===== config.mk =====
export PLATFORM = sky130hd
export DESIGN_NAME = multicycle_ctrl
export DESIGN_NICKNAME = d
export VERILOG_FILES = /design/src/rtl/ctrl_pkg.sv /design/src/rtl/ctrl_step_counter.sv /design/src/rtl/multicycle_ctrl.sv
export SDC_FILE = /design/constraint.sdc
export NUM_CORES = 1
export LEC_CHECK = 0
export CELL_PAD_IN_SITES_DETAIL_PLACEMENT = 1
export CELL_PAD_IN_SITES_GLOBAL_PLACEMENT = 1
export CORE_UTILIZATION = 39
export CTS_BUF_LIST = sky130_fd_sc_hd__clkbuf_8 sky130_fd_sc_hd__clkbuf_16
export DETAILED_ROUTE_END_ITERATION = 10
export HOLD_SLACK_MARGIN = 0.05
export PLACE_DENSITY_LB_ADDON = 0.1
export RECOVER_POWER = 25
export SETUP_SLACK_MARGIN = 0.15
export SLEW_MARGIN = 40
export SYNTH_ARGS = -nofsm -noshare
export SYNTH_HDL_FRONTEND = slang
export SYNTH_SLANG_ARGS = --single-unit

===== constraint.sdc =====
create_clock -name clk -period 3.9 [get_ports clk]
set_input_delay 0.585 -clock clk [delete_from_list [all_inputs] [get_ports clk]]
set_output_delay 0.585 -clock clk [all_outputs]
set_load 0.05 [all_outputs]

===== src/rtl/ctrl_pkg.sv =====
// Shared state encoding and decoder cycle-count constants for the multicycle sequencer.
package ctrl_pkg;

    typedef enum logic [2:0] {
        ST_IDLE,
        ST_FETCH,
        ST_DECODE,
        ST_EXEC,
        ST_RETIRE,
        ST_HALT,
        ST_PAUSE
    } ctrl_state_e;

    localparam int PC_INC = 4;

    // EXEC cycles minus one, as produced by the decoder on cnt_set
    localparam logic [1:0] ADD_CNT  = 2'd0;
    localparam logic [1:0] SUB_CNT  = 2'd0;
    localparam logic [1:0] ADDI_CNT = 2'd0;
    localparam logic [1:0] LUI_CNT  = 2'd0;
    localparam logic [1:0] JAL_CNT  = 2'd1;
    localparam logic [1:0] SW_CNT   = 2'd1;
    localparam logic [1:0] LW_CNT   = 2'd2;

    function automatic int cnt_width(input int max_count);
        return (max_count > 1) ? $clog2(max_count) : 1;
    endfunction

endpackage


===== src/rtl/ctrl_step_counter.sv =====
// EXEC step counter: load clears the step and captures the limit; en advances until last.
module ctrl_step_counter #(
    parameter int W = 2
) (
    input  logic         clk,
    input  logic         rst_n,
    input  logic         load,
    input  logic [W-1:0] limit,
    input  logic         en,
    output logic [W-1:0] step,
    output logic         last
);

    logic [W-1:0] r_step;
    logic [W-1:0] r_limit;

    always_ff @(posedge clk or negedge rst_n) begin
        if (!rst_n) begin
            r_step  <= '0;
            r_limit <= '0;
        end else if (load) begin
            r_step  <= '0;
            r_limit <= limit;
        end else if (en && (r_step != r_limit)) begin
            r_step  <= r_step + W'(1);
        end
    end

    assign step = r_step;
    assign last = (r_step == r_limit);

endmodule


===== src/rtl/multicycle_ctrl.sv =====
// FETCH/DECODE/EXEC/RETIRE sequencer owning the PC.
// Define CTRL_SINGLE_STEP_EN to add step_req and a PAUSE state after every RETIRE.
module multicycle_ctrl
    import ctrl_pkg::*;
#(
    parameter int              PC_W      = 32,
    parameter logic [PC_W-1:0] RESET_PC  = '0,
    parameter int              FETCH_TMO = 15
) (
    input  logic            clk,
    input  logic            rst_n,
    input  logic            start,
`ifdef CTRL_SINGLE_STEP_EN
    input  logic            step_req,
`endif
    output logic            imem_req,
    input  logic            imem_ack,
    output logic [PC_W-1:0] imem_addr,
    output logic            ir_load,
    input  logic [1:0]      cnt_set,
    input  logic            stop,
    input  logic            ins_lw,
    input  logic            ins_sw,
    input  logic            ins_jal,
    input  logic            ins_wb,
    input  logic [PC_W-1:0] jal_off,
    output logic [1:0]      exec_step,
    output logic            mem_re,
    output logic            mem_we,
    output logic            reg_we,
    output logic [PC_W-1:0] pc,
    output logic            busy,
    output logic            halted,
    output logic            fault
);

    localparam int               TMO_W    = cnt_width(FETCH_TMO);
    localparam logic [TMO_W-1:0] TMO_LAST = TMO_W'(FETCH_TMO - 1);

    ctrl_state_e      r_state;
    ctrl_state_e      w_state_nxt;
    logic [PC_W-1:0]  r_pc;
    logic             r_fault;
    logic [TMO_W-1:0] r_tmo_cnt;
    logic             r_lw;
    logic             r_sw;
    logic             r_jal;
    logic             r_wb;
    logic [PC_W-1:0]  r_jal_off;

    logic             w_restart;
    logic             w_tmo_hit;
    logic [PC_W-1:0]  w_pc_delta;
    logic [1:0]       w_step;
    logic             w_last;

    assign w_restart  = start && ((r_state == ST_IDLE) || (r_state == ST_HALT));
    assign w_tmo_hit  = (r_tmo_cnt == TMO_LAST);
    assign w_pc_delta = r_jal ? (r_jal_off << 1) : PC_W'(PC_INC);

    ctrl_step_counter #(
        .W (2)
    ) u_step (
        .clk   (clk),
        .rst_n (rst_n),
        .load  (r_state == ST_DECODE),
        .limit (cnt_set),
        .en    (r_state == ST_EXEC),
        .step  (w_step),
        .last  (w_last)
    );

    always_ff @(posedge clk or negedge rst_n) begin
        if (!rst_n) begin
            r_state <= ST_IDLE;
        end else begin
            r_state <= w_state_nxt;
        end
    end

    always_comb begin
        w_state_nxt = r_state;
        case (r_state)
            ST_IDLE:   if (start) w_state_nxt = ST_FETCH;
            ST_FETCH: begin
                // an ack arriving on the timeout cycle still completes the fetch
                if (imem_ack)       w_state_nxt = ST_DECODE;
                else if (w_tmo_hit) w_state_nxt = ST_HALT;
            end
            ST_DECODE: w_state_nxt = stop ? ST_HALT : ST_EXEC;
            ST_EXEC:   if (w_last) w_state_nxt = ST_RETIRE;
            ST_RETIRE: begin
`ifdef CTRL_SINGLE_STEP_EN
                w_state_nxt = ST_PAUSE;
`else
                w_state_nxt = ST_FETCH;
`endif
            end
            ST_HALT:   if (start) w_state_nxt = ST_FETCH;
`ifdef CTRL_SINGLE_STEP_EN
            ST_PAUSE:  if (step_req) w_state_nxt = ST_FETCH;
`endif
            default:   w_state_nxt = ST_IDLE;
        endcase
    end

    always_comb begin
        imem_req = 1'b0;
        ir_load  = 1'b0;
        mem_re   = 1'b0;
        mem_we   = 1'b0;
        reg_we   = 1'b0;
        busy     = 1'b0;
        halted   = 1'b0;
        case (r_state)
            ST_FETCH: begin
                imem_req = 1'b1;
                ir_load  = imem_ack;
                busy     = 1'b1;
            end
            ST_DECODE: busy = 1'b1;
            ST_EXEC: begin
                busy   = 1'b1;
                mem_re = r_lw && (w_step == 2'd0);
                mem_we = r_sw && w_last;
                reg_we = r_wb && w_last;
            end
            ST_RETIRE: busy   = 1'b1;
            ST_HALT:   halted = 1'b1;
            default: ;
        endcase
    end

    // Decoder outputs are captured in DECODE so EXEC/RETIRE strobes depend only on registered state
    always_ff @(posedge clk or negedge rst_n) begin
        if (!rst_n) begin
            r_pc      <= RESET_PC;
            r_fault   <= 1'b0;
            r_tmo_cnt <= '0;
            r_lw      <= 1'b0;
            r_sw      <= 1'b0;
            r_jal     <= 1'b0;
            r_wb      <= 1'b0;
            r_jal_off <= '0;
        end else begin
            if (w_restart) begin
                r_pc    <= RESET_PC;
                r_fault <= 1'b0;
            end else if (r_state == ST_RETIRE) begin
                r_pc    <= r_pc + w_pc_delta;
            end else if ((r_state == ST_FETCH) && !imem_ack && w_tmo_hit) begin
                r_fault <= 1'b1;
            end

            if (r_state == ST_FETCH) begin
                r_tmo_cnt <= r_tmo_cnt + TMO_W'(1);
            end else begin
                r_tmo_cnt <= '0;
            end

            if (r_state == ST_DECODE) begin
                r_lw      <= ins_lw;
                r_sw      <= ins_sw;
                r_jal     <= ins_jal;
                r_wb      <= ins_wb;
                r_jal_off <= jal_off;
            end
        end
    end

    assign pc        = r_pc;
    assign imem_addr = r_pc;
    assign fault     = r_fault;
    assign exec_step = w_step;

endmodule

==> results of run 1 <==
==> worst max-delay path by stage <==
stage | startpoint | end | slack, ns | cells after the start
final | r_jal | imem_addr[31] | 0.56 | 13
after global routing | r_jal | imem_addr[31] | 0.35 | 13
after CTS | r_jal | imem_addr[31] | 0.52 | 13
after detailed placement | r_jal | imem_addr[31] | 0.53 | 13
after global placement | r_jal | imem_addr[31] | 0.61 | 13
after floorplan | imem_addr[1] | imem_addr[31] | 0.72 | 11
==> state kept, by name (all words and copies together) (netlist names) <==
signal	count
imem_addr	31
r_jal_off	31
r_tmo_cnt	4
r_state	3
u_step.r_limit	2
u_step.step	2
fault	1
r_jal	1
r_lw	1
r_sw	1
r_wb	1
==> placed cells by master, fill, tap and decap left out, types with 4 or more instances in the layout <==
cell type and count:
sky130_fd_sc_hd__a211oi_1 10, sky130_fd_sc_hd__a21o_1 16, sky130_fd_sc_hd__a21oi_1 22, sky130_fd_sc_hd__and2_1 32, sky130_fd_sc_hd__and3_1 10, sky130_fd_sc_hd__buf_4 5, sky130_fd_sc_hd__clkbuf_16 9, sky130_fd_sc_hd__clkdlybuf4s50_1 112
sky130_fd_sc_hd__dfrtp_1 78, sky130_fd_sc_hd__ha_1 33, sky130_fd_sc_hd__inv_1 18, sky130_fd_sc_hd__mux2_2 37, sky130_fd_sc_hd__nand2_1 42, sky130_fd_sc_hd__nand2b_1 10, sky130_fd_sc_hd__nand3_1 10, sky130_fd_sc_hd__nand4_1 5
sky130_fd_sc_hd__nor2_1 22, sky130_fd_sc_hd__nor2b_1 4, sky130_fd_sc_hd__nor3_1 7, sky130_fd_sc_hd__nor3b_1 9, sky130_fd_sc_hd__o21a_1 4, sky130_fd_sc_hd__o21ai_0 42, sky130_fd_sc_hd__xnor2_1 15, sky130_fd_sc_hd__xor2_1 9
==> stage by stage <==
stage | instances | worst slack (ns) | hold slack, ns | power (mW)
2_1_floorplan | 548 | 0.723 | 0.289 | 4.01
3_3_place_gp | 788 | 0.613 | 0.473 | 4.81
3_5_place_dp | 790 | 0.530 | 0.483 | 4.97
4_1_cts | 806 | 0.517 | 0.302 | 5.88
5_1_grt | 806 | 0.352 | 0.506 | 6.22
6_report | 806 | 0.564 | 0.489 | 5.81
==> synthesized netlist by cell type, types with 3 or more instances <==
cell | n | area (sq um)
sky130_fd_sc_hd__nor2_1 | 23 | 86.3
sky130_fd_sc_hd__a21o_1 | 16 | 120
sky130_fd_sc_hd__buf_4 | 35 | 263
sky130_fd_sc_hd__ha_1 | 33 | 413
sky130_fd_sc_hd__nand4_1 | 5 | 31.3
sky130_fd_sc_hd__nor3_1 | 8 | 40.0
sky130_fd_sc_hd__and2_1 | 32 | 200
sky130_fd_sc_hd__dfrtp_1 | 78 | 1950
sky130_fd_sc_hd__o21a_1 | 4 | 30.0
sky130_fd_sc_hd__a211o_1 | 3 | 26.3
sky130_fd_sc_hd__nand3_1 | 10 | 50.1
sky130_fd_sc_hd__inv_1 | 18 | 67.6
sky130_fd_sc_hd__nand2b_1 | 10 | 62.6
sky130_fd_sc_hd__xnor2_1 | 15 | 131
sky130_fd_sc_hd__o21ai_0 | 42 | 210
sky130_fd_sc_hd__nor3b_1 | 9 | 67.6
sky130_fd_sc_hd__a21oi_1 | 22 | 110
sky130_fd_sc_hd__a211oi_1 | 10 | 75.1
sky130_fd_sc_hd__o31ai_1 | 3 | 22.5
sky130_fd_sc_hd__a32o_1 | 3 | 30.0
sky130_fd_sc_hd__mux2_2 | 37 | 417
sky130_fd_sc_hd__and3_1 | 10 | 62.6
sky130_fd_sc_hd__nor4b_1 | 3 | 26.3
sky130_fd_sc_hd__a221o_1 | 3 | 30.0
sky130_fd_sc_hd__o21bai_1 | 3 | 22.5
sky130_fd_sc_hd__nor2b_1 | 4 | 25.0
sky130_fd_sc_hd__nand2_1 | 43 | 161
sky130_fd_sc_hd__clkbuf_1 | 17 | 63.8
sky130_fd_sc_hd__xor2_1 | 9 | 78.8
==> per-layer routing <==
| metal | vias to the layer above | GRT usage |
|---|---|---|
| met5 | - | 0 |
| met4 | 0 | 0.0817 |
| met3 | 16 | 0.0362 |
| met2 | 77 | 0.343 |
| met1 | 2111 | 0.267 |
| li1 | 2074 | - |
==> worst register-to-register path: cells and delay by family, from the launching register on <==
family                   cells  cell delay (ns)
buffers and inverters        2             0.26
flip-flops                   1             0.35
multiplexers                 1             0.30
AO/OA/AOI/OAI                6             1.37
AND/OR/NAND/NOR              2             0.38
adder cells (fa/ha/maj)      2             0.56
==> cell type report <==
cell class              count  area, sq um  area share
multi-input cells         398         2940       0.438
flip-flops and latches     78         1950       0.291
repair buffers            120         1220       0.182
clock buffers              10          239      0.0357
well taps                 176          220      0.0329
clock inverters             6         68.8      0.0103
inverters                  18         67.6      0.0101
==> logic make-up (layout without fill, tap and decap cells) <==
logic type | after synthesis | count (layout)
AO/OA/AOI/OAI | 132 | 132
XOR/XNOR | 24 | 24
adder cells (fa/ha/maj) | 35 | 35
buffers and inverters | 72 | 154
flip-flops | 78 | 78
multiplexers | 40 | 40
other | 1 | 2
AND/OR/NAND/NOR | 165 | 165
==> where the power goes <==
part | leakage (nW) | internal (mW) | switching (mW)
sequential | 0.995 | 1.15 | 0.310
combinational | 1.81 | 1.36 | 2.12
clock | 0.149 | 0.516 | 0.357
total | 2.95 | 3.02 | 2.78
==> impl.org, run 1 <==
** Worst setup path
- CP endpoint kind :: register
- At the worst endpoint, the required time is 4.13 ns.
- The slowest stage of the critical path belongs to the cell sky130_fd_sc_hd__o311a_4.
- The number of buffers and inverters on the critical path is 2.
- Kind of start point of the critical path :: register
- Ordered list of cells on the worst path :: buf_4 > and2_1 > ha_1 > inv_1 > fa_1 > nand2b_1 > a21oi_4 > o211ai_4 > a21boi_4 > a31oi_2 > o311a_4 > mux2_4 > a221o_1
- R2R cell count :: 13
- Reg-to-reg endpoint :: imem_addr[31]
- Across all register-to-register paths, the minimum setup slack is 0.56 ns.
- Cell family with most CP delay :: compound AO/OA/AOI/OAI gates
- The startpoint identified for the worst register-to-register timing path is r_jal.
- Category of the most critical setup path :: reg2reg
- Data on the critical path arrives at its endpoint at approximately 3.6 ns.
- Highest net fanout along the worst path :: 16
- The largest single stage delay on the critical path is 0.41 ns.

** Timing
- For the final routed database, the setup TNS stands at 0 ns.
- Final hold violations :: 0
- For the pin with the worst max-slew slack, the measured transition is between 2 and 3 ns.
- Worst-case headroom to the max-slew limit :: -0.977
- Period minus WS final :: ~3.3 ns
- Worst Skew :: between 0.006 and 0.007 ns
- Final setup violating endpoints :: 0
- Setup repair after global routing left no endpoint under its margin.
- Based on the critical path, the design can be clocked at up to between 200 and 300 MHz.
- In the finished design, the share of the clock period the worst path needs comes to 0.855.
- The final-report max-slew violation count is between 50 and 60.

** Synth
- Number of synthesized flops with an enable pin :: 0
- Of the synthesized area, sequential elements account for 0.371.
- The fraction of the mapped netlist area in compound gates is 0.176.
- Cell area after synthesis :: 5270 sq um
- Of the total synthesized cell area, the portion taken by full adders, half adders and majority gates is 0.0841.
- Share of the synthesized netlist area taken by xor and xnor gates :: 0.0399
- Among all flip-flop cells after synthesis, the most frequent one is sky130_fd_sc_hd__dfrtp_1.
- Library cells used by synthesis :: 58
- Post-synthesis register bit count :: 78
- Of the post-synthesis cell area, the part taken by muxes is 0.0858.
- Synth Instances :: between 500 and 600
- After synthesis, the mean cell area works out to just under 10 sq um.
- After synthesis, the largest family of logic cells by area is compound AO/OA/AOI/OAI gates.
- The Yosys step of the flow raised 0 warnings.
- Of the total synthesized cell area, the portion taken by AND, OR, NAND and NOR gates is 0.166.
- Counting flops with an async set or reset pin after synthesis yields a share of 1.00.

** Clock tree
- Master cell of the clock root buffer :: sky130_fd_sc_hd__clkbuf_16
- Counting along the longest clock path gives a buffer depth of 2.
- # hold bufs at CTS :: 0
- Buffers added to address setup during post-CTS repair amount to 0.
- Number of gates given a new drive strength after cts :: 0
- The clock reaches the later pin of the worst-skew pair after 0.35 ns.
- CTS saw about 80 sinks.
- Buffers inserted during clock tree synthesis total 9.
- CTS tree :: done
- The H-tree was split into 3 levels.
- Clock-pin transition on the worst setup and hold timing paths :: about 0.07 ns

** Min path
- Along the worst hold path, the cell count comes to 1.
- In this run the worst hold path is classified as reg2reg.
- WHS Endpoint :: r_tmo_cnt[0]
- The startpoint identified for the worst hold timing path is r_tmo_cnt[0].

** Floorplan
- Full die area :: ~14,000 sq um
- Y dimension of the die :: around 120 microns
- Ports :: 117
- Horizontal extent of the die :: 118 microns
- Standard-cell rows :: 42
- Effective utilization at floorplan :: 0.399
- Placeable core area :: between 10,000 and 15,000 sq um

** Place
- Final HPWL DP :: 10,100 microns
- Port buffer count :: 113
- Once placement finished, the instance area stood at 6400 sq um.
- Routability-driven placement finished with a final weighted congestion of slightly above 0.8.

** Global routing
- Initial antenna violation count :: 0
- The number of global-route vias before repair was 4,622.
- Total gr overflow :: 0
- Wire length of the first global-routing pass :: 22,900 microns
- Gr usage total :: 0.207
- Maximum number of pins on one net before global-route repair :: 53

** Cells and area
- Relative to the synthesized area, the layout overhead comes to 27.3%.
- Final core utilization :: 0.508
- # fillers :: ~1,500
- Layout cells sized above 1 :: 0.119
- Total non-filler cell area in the finished layout :: approximately 6700 sq um
- Diode count :: 0
- Layout net count :: ~700

** Route
- Length of routed met3 wiring :: a little under 500 microns
- Total Wirelength :: between 10,000 and 15,000 microns
- The final route contains between 4,000 and 5,000 vias.
- Met2 wire length :: approximately 6500 microns
- Dividing the detail-routed via count by the number of cells gives about 5.3.
- Post-DR wirelength/cell :: approximately 17 microns
- The highest metal layer carrying signal wires in the routed design is met4.
- The detailed router finished its first iteration with 150 violations.
- DRC viols :: 0
- The first TritonRoute pass finished after 4 iterations.
- The detail route stage leaves a number of antenna-violating nets equal to 0.
- DRT met1 WL :: between 6000 and 7000 microns

** Job
- Total of max-cap violations :: 1

** Status
- The flow ran to the end, but the final reports show violations.
- The checks that failed: capacitance limit, slew limit.

** Power
- IR analysis of the VDD net gives a maximum drop of around 510 uV.
- Leakage power total :: between 2 and 3 nW
- In this run the power density over the cells is around 870 nW/um^2.
No activity file was read; power rests on OpenSTA's default activity.
==> inputs of run 2 (changes only) <==
--- a/config.mk
+++ b/config.mk
@@ -9,6 +9,7 @@
 export CELL_PAD_IN_SITES_GLOBAL_PLACEMENT = 1
 export CORE_UTILIZATION = 39
 export CTS_BUF_LIST = sky130_fd_sc_hd__clkbuf_8 sky130_fd_sc_hd__clkbuf_16
+export CTS_CLUSTER_DIAMETER = 50
 export DETAILED_ROUTE_END_ITERATION = 10
 export HOLD_SLACK_MARGIN = 0.05
 export PLACE_DENSITY_LB_ADDON = 0.1
==> results of run 2 <==
The final DEF is identical to that of run 1; final timing and power are the same.
==> inputs of run 3 (changes only) <==
--- a/config.mk
+++ b/config.mk
@@ -13,8 +13,8 @@
 export DETAILED_ROUTE_END_ITERATION = 10
 export HOLD_SLACK_MARGIN = 0.05
 export PLACE_DENSITY_LB_ADDON = 0.1
-export RECOVER_POWER = 25
-export SETUP_SLACK_MARGIN = 0.15
+export RECOVER_POWER = 100
+export SETUP_SLACK_MARGIN = 0.05
 export SLEW_MARGIN = 40
 export SYNTH_ARGS = -nofsm -noshare
 export SYNTH_HDL_FRONTEND = slang
==> run 3 against run 2 <==
  * The flow still finishes with violations (capacitance limit, slew limit)
  * Combinational power is 3% lower
  * Total power decreased by 2.3%
  * Non-clock buffer count unchanged
  * Sequential share of layout area up 0.19 points
  * Count of clock-buffer cells in the layout stayed put
  * Setup slack got worse by 0.14 ns
  * Critical path type unchanged
  * Highest routed layer unchanged
==> impl.org, run 3 (synthesized netlist as in run 1, its figures left out) <==
** Worst setup path
- Worst reg2reg startpoint :: r_jal (unchanged)
- Worst path slowest cell :: sky130_fd_sc_hd__o311a_4 (unchanged)
- The depth of the most critical reg-to-reg path came to 13 (unchanged).
- Category of the most critical setup path :: reg2reg (unchanged)
- Register-to-Register Setup Slack :: 0.43 ns (was 0.56 ns)
- The worst stage delay on the critical path came to 0.41 ns (about the same).
- The sort of element at the start of the critical path is a register (unchanged).
- Required time worst endpoint :: 4.13 ns (about the same)
- Highest net fanout along the worst path :: 16 (unchanged)
- CP endpoint kind :: register (unchanged)
- Critical Path Start :: r_jal (unchanged)
- Reg-to-reg endpoint :: imem_addr[31] (unchanged)
- The worst path arrival time came to 3.70 ns (was 3.57 ns).
- CP Capture Point :: imem_addr[31] (unchanged)
- Ordered list of cells on the worst path: buf_4 > and2_1 > ha_1 > inv_1 > fa_1 > nand2b_1 > a21oi_1 > o211ai_4 > a21boi_4 > a31oi_2 > o311a_4 > mux2_4 > a221o_1 (was buf_4 > and2_1 > ha_1 > inv_1 > fa_1 > nand2b_1 > a21oi_4 > o211ai_4 > a21boi_4 > a31oi_2 > o311a_4 > mux2_4 > a221o_1).

** Place
- The area after detailed placement came to 6400 sq um (unchanged).
- The HPWL after detailed placement was 10,100 microns (unchanged).
- Global placement routability congestion :: 0.823 (unchanged)
- Port buffer count :: 113 (unchanged)

** Clock tree
- Number of buffers on the longest clock path :: 2 (unchanged)
- Clock H-tree levels :: 3 (unchanged)
- Number of clock sinks :: 78 (unchanged)
- CTS tree :: done (unchanged)
- The number of setup buffers added after CTS is 0 (unchanged).
- The cts-stage hold buffer count came to 0 (unchanged).
- The number of buffers created by CTS was 9 (unchanged).
- Clock-pin transition on the worst setup and hold timing paths :: 0.07 ns (about the same)
- The clock root buffer master is sky130_fd_sc_hd__clkbuf_16 (unchanged).
- Source-to-sink clock delay at the later pin of the worst-skew pair :: 0.35 ns (about the same)
- Number of gates given a new drive strength after cts :: 0 (unchanged)

** Power
- The cell area power density was 852 nW/um^2 (was 866 nW/um^2).
- Leakage power total :: 3.17 nW (was 2.95 nW)
- The worst supply voltage drop on vdd was 487 uV (was 506 uV).

** Cells and area
- The final design area excluding fillers was 6660 sq um (was 6700 sq um).
- The most frequent standard cell in the layout excluding fill and tap cells is sky130_fd_sc_hd__dfrtp_1 (was sky130_fd_sc_hd__clkdlybuf4s50_1).
- Area occupied by registers :: 1950 sq um (unchanged)
- Layout net count :: 702 (unchanged)
- Layout cells sized above 1 :: 0.113 (was 0.119)
- The post-synthesis to final-layout area growth is 26.4% (was 27.3%).
- The final-layout fill cell count is 1,480 (was 1,477).
- The utilization of the core after routing was 0.505 (was 0.508).
- Diode count :: 0 (unchanged)
- Top library cells by usage in the layout, fill and taps aside: sky130_fd_sc_hd__dfrtp_1 (78), sky130_fd_sc_hd__dlygate4sd3_1 (73), sky130_fd_sc_hd__o21ai_0 (43) (was sky130_fd_sc_hd__clkdlybuf4s50_1 (112), sky130_fd_sc_hd__dfrtp_1 (78), sky130_fd_sc_hd__nand2_1 (42), sky130_fd_sc_hd__o21ai_0 (42), sky130_fd_sc_hd__mux2_2 (37)).
- The multi-input combinational cell area is 2920 sq um (was 2940 sq um).

** Timing
- Final total negative setup slack :: 0 ns (unchanged)
- Timing-limited maximum frequency :: 288 MHz (was 300 MHz)
- The post-route clock skew was 0.00634 ns (was 0.00617 ns).
- Worst Max-Slew Pin Slew :: 2.95 ns (was 2.97 ns)
- The number of endpoints with negative hold slack in the final report was 0 (unchanged).
- The final count of negative-setup-slack endpoints is 0 (unchanged).
- Unrepaired setup endpoints after global routing :: no (unchanged)
- Final slew viol count :: 53 (unchanged)
- The minimum clock period after layout was 3.47 ns (was 3.34 ns).
- The worst slew margin relative to its limit came to -0.968 (was -0.977).
- Crit share post-route :: 0.891 (was 0.855)
- The worst hold slack after final layout came to 0.489 ns (about the same).

** Global routing
- The number of antenna violations at the first check in global routing is 0 (unchanged).
- Wire length of the first global-routing pass :: 22,900 microns (unchanged)
- The overall fraction of global-route tracks in use was 0.207 (unchanged).
- Via count of the first global-routing pass :: 4,622 (unchanged)
- The pin count of the biggest net entering global routing is 53 (unchanged).
- The remaining global-route overflow came to 0 (unchanged).

** Route
- The residual antenna-violating net count after detailed routing came to 0 (unchanged).
- The routed wire length per instance is 16.6 microns (was 16.7 microns).
- Via-per-instance ratio :: 5.33 (was 5.31)
- The number of design rule violations left after detail routing is 0 (unchanged).
- 1st-pass router iterations :: 4 (unchanged)
- The via total after detailed routing is 4,299 (was 4,278).
- Total Wirelength :: 13,400 microns (about the same)
- The number of DRC markers after the initial detailed-route iteration is 125 (was 150).

** Floorplan
- The initial standard-cell utilization of the core came to 0.399 (unchanged).
- The die width is 118 microns (unchanged).
- Y dimension of the die :: 118 microns (unchanged)
- Standard-cell rows :: 42 (unchanged)
- Ports :: 117 (unchanged)
- Full die area :: 14,000 sq um (unchanged)
- The area inside the core boundary is 13,200 sq um (unchanged).

** Status
- Violated checks :: capacitance limit, slew limit (unchanged)
- Result of the run :: finished, violations left (unchanged)

** Job
- Total of max-cap violations :: 1 (unchanged)

** Min path
- The type of the tightest min-delay check is reg2reg (unchanged).
-- run 3: changes by cell type in the layout (fill, tap and decap cells not counted), sizes merged --
cell,previous run,this run
clkdlybuf4s50,112,39
dlygate4sd3,0,73
buf,7,6
clkbuf,11,12
-- run 3: worst min path at each step --
stage                  start             to  slack (ns)  cells past startpoint
2_1_floorplan          rst_n          fault        0.29                      0
3_3_place_gp    r_tmo_cnt[0]   r_tmo_cnt[0]        0.47                      1
3_5_place_dp    r_tmo_cnt[0]   r_tmo_cnt[0]        0.48                      1
4_1_cts                rst_n  imem_addr[10]        0.30                      1
5_1_grt        r_jal_off[24]  r_jal_off[24]        0.51                      1
6_report        r_tmo_cnt[0]   r_tmo_cnt[0]        0.49                      1
-- run 3: final cells by class --
| type | instances | share of cell area |
|---|---|---|
| Clock buffer | 10 | 0.0359 |
| Inverter | 18 | 0.0101 |
| Multi-Input combinational cell | 398 | 0.438 |
| Timing Repair Buffer | 120 | 0.179 |
| Clock inverter | 6 | 0.0103 |
| Tap cell | 176 | 0.0331 |
| Sequential cell | 78 | 0.293 |
-- run 3: critical path: cells and delay by family, from the launching register on --
family / cells / cell delay (ns)
fa+ha+maj: 2 / 0.56
mux: 1 / 0.30
simple gates: 2 / 0.35
buf+inv: 2 / 0.28
compound gates: 6 / 1.53
flops: 1 / 0.35
-- run 3: through the flow --
stage | total power, mW | instances | worst slack, ns
after floorplan | 4.01 | 548 | 0.723
after global placement | 4.81 | 788 | 0.613
after detailed placement | 4.97 | 790 | 0.530
after CTS | 5.88 | 806 | 0.517
after global routing | 6.09 | 806 | 0.184
final | 5.67 | 806 | 0.427
-- run 3: routing by layer --
metal / wire length [microns] / up-vias / GRT usage / part of all wire
met5: 0 / - / 0 / 0
met4: 271 / 0 / 0.0817 / 0.020
met2: 6500 / 80 / 0.343 / 0.48
li1: - / 2080 / - / -
met3: 507 / 16 / 0.0362 / 0.038
met1: 6130 / 2123 / 0.267 / 0.46
-- run 3: power by group --
part,total (mW),switching [mW],internal [mW],leakage [nW]
clock network,0.871,0.355,0.516,0.149
registers,1.45,0.297,1.15,0.995
logic,3.36,2.11,1.25,2.02
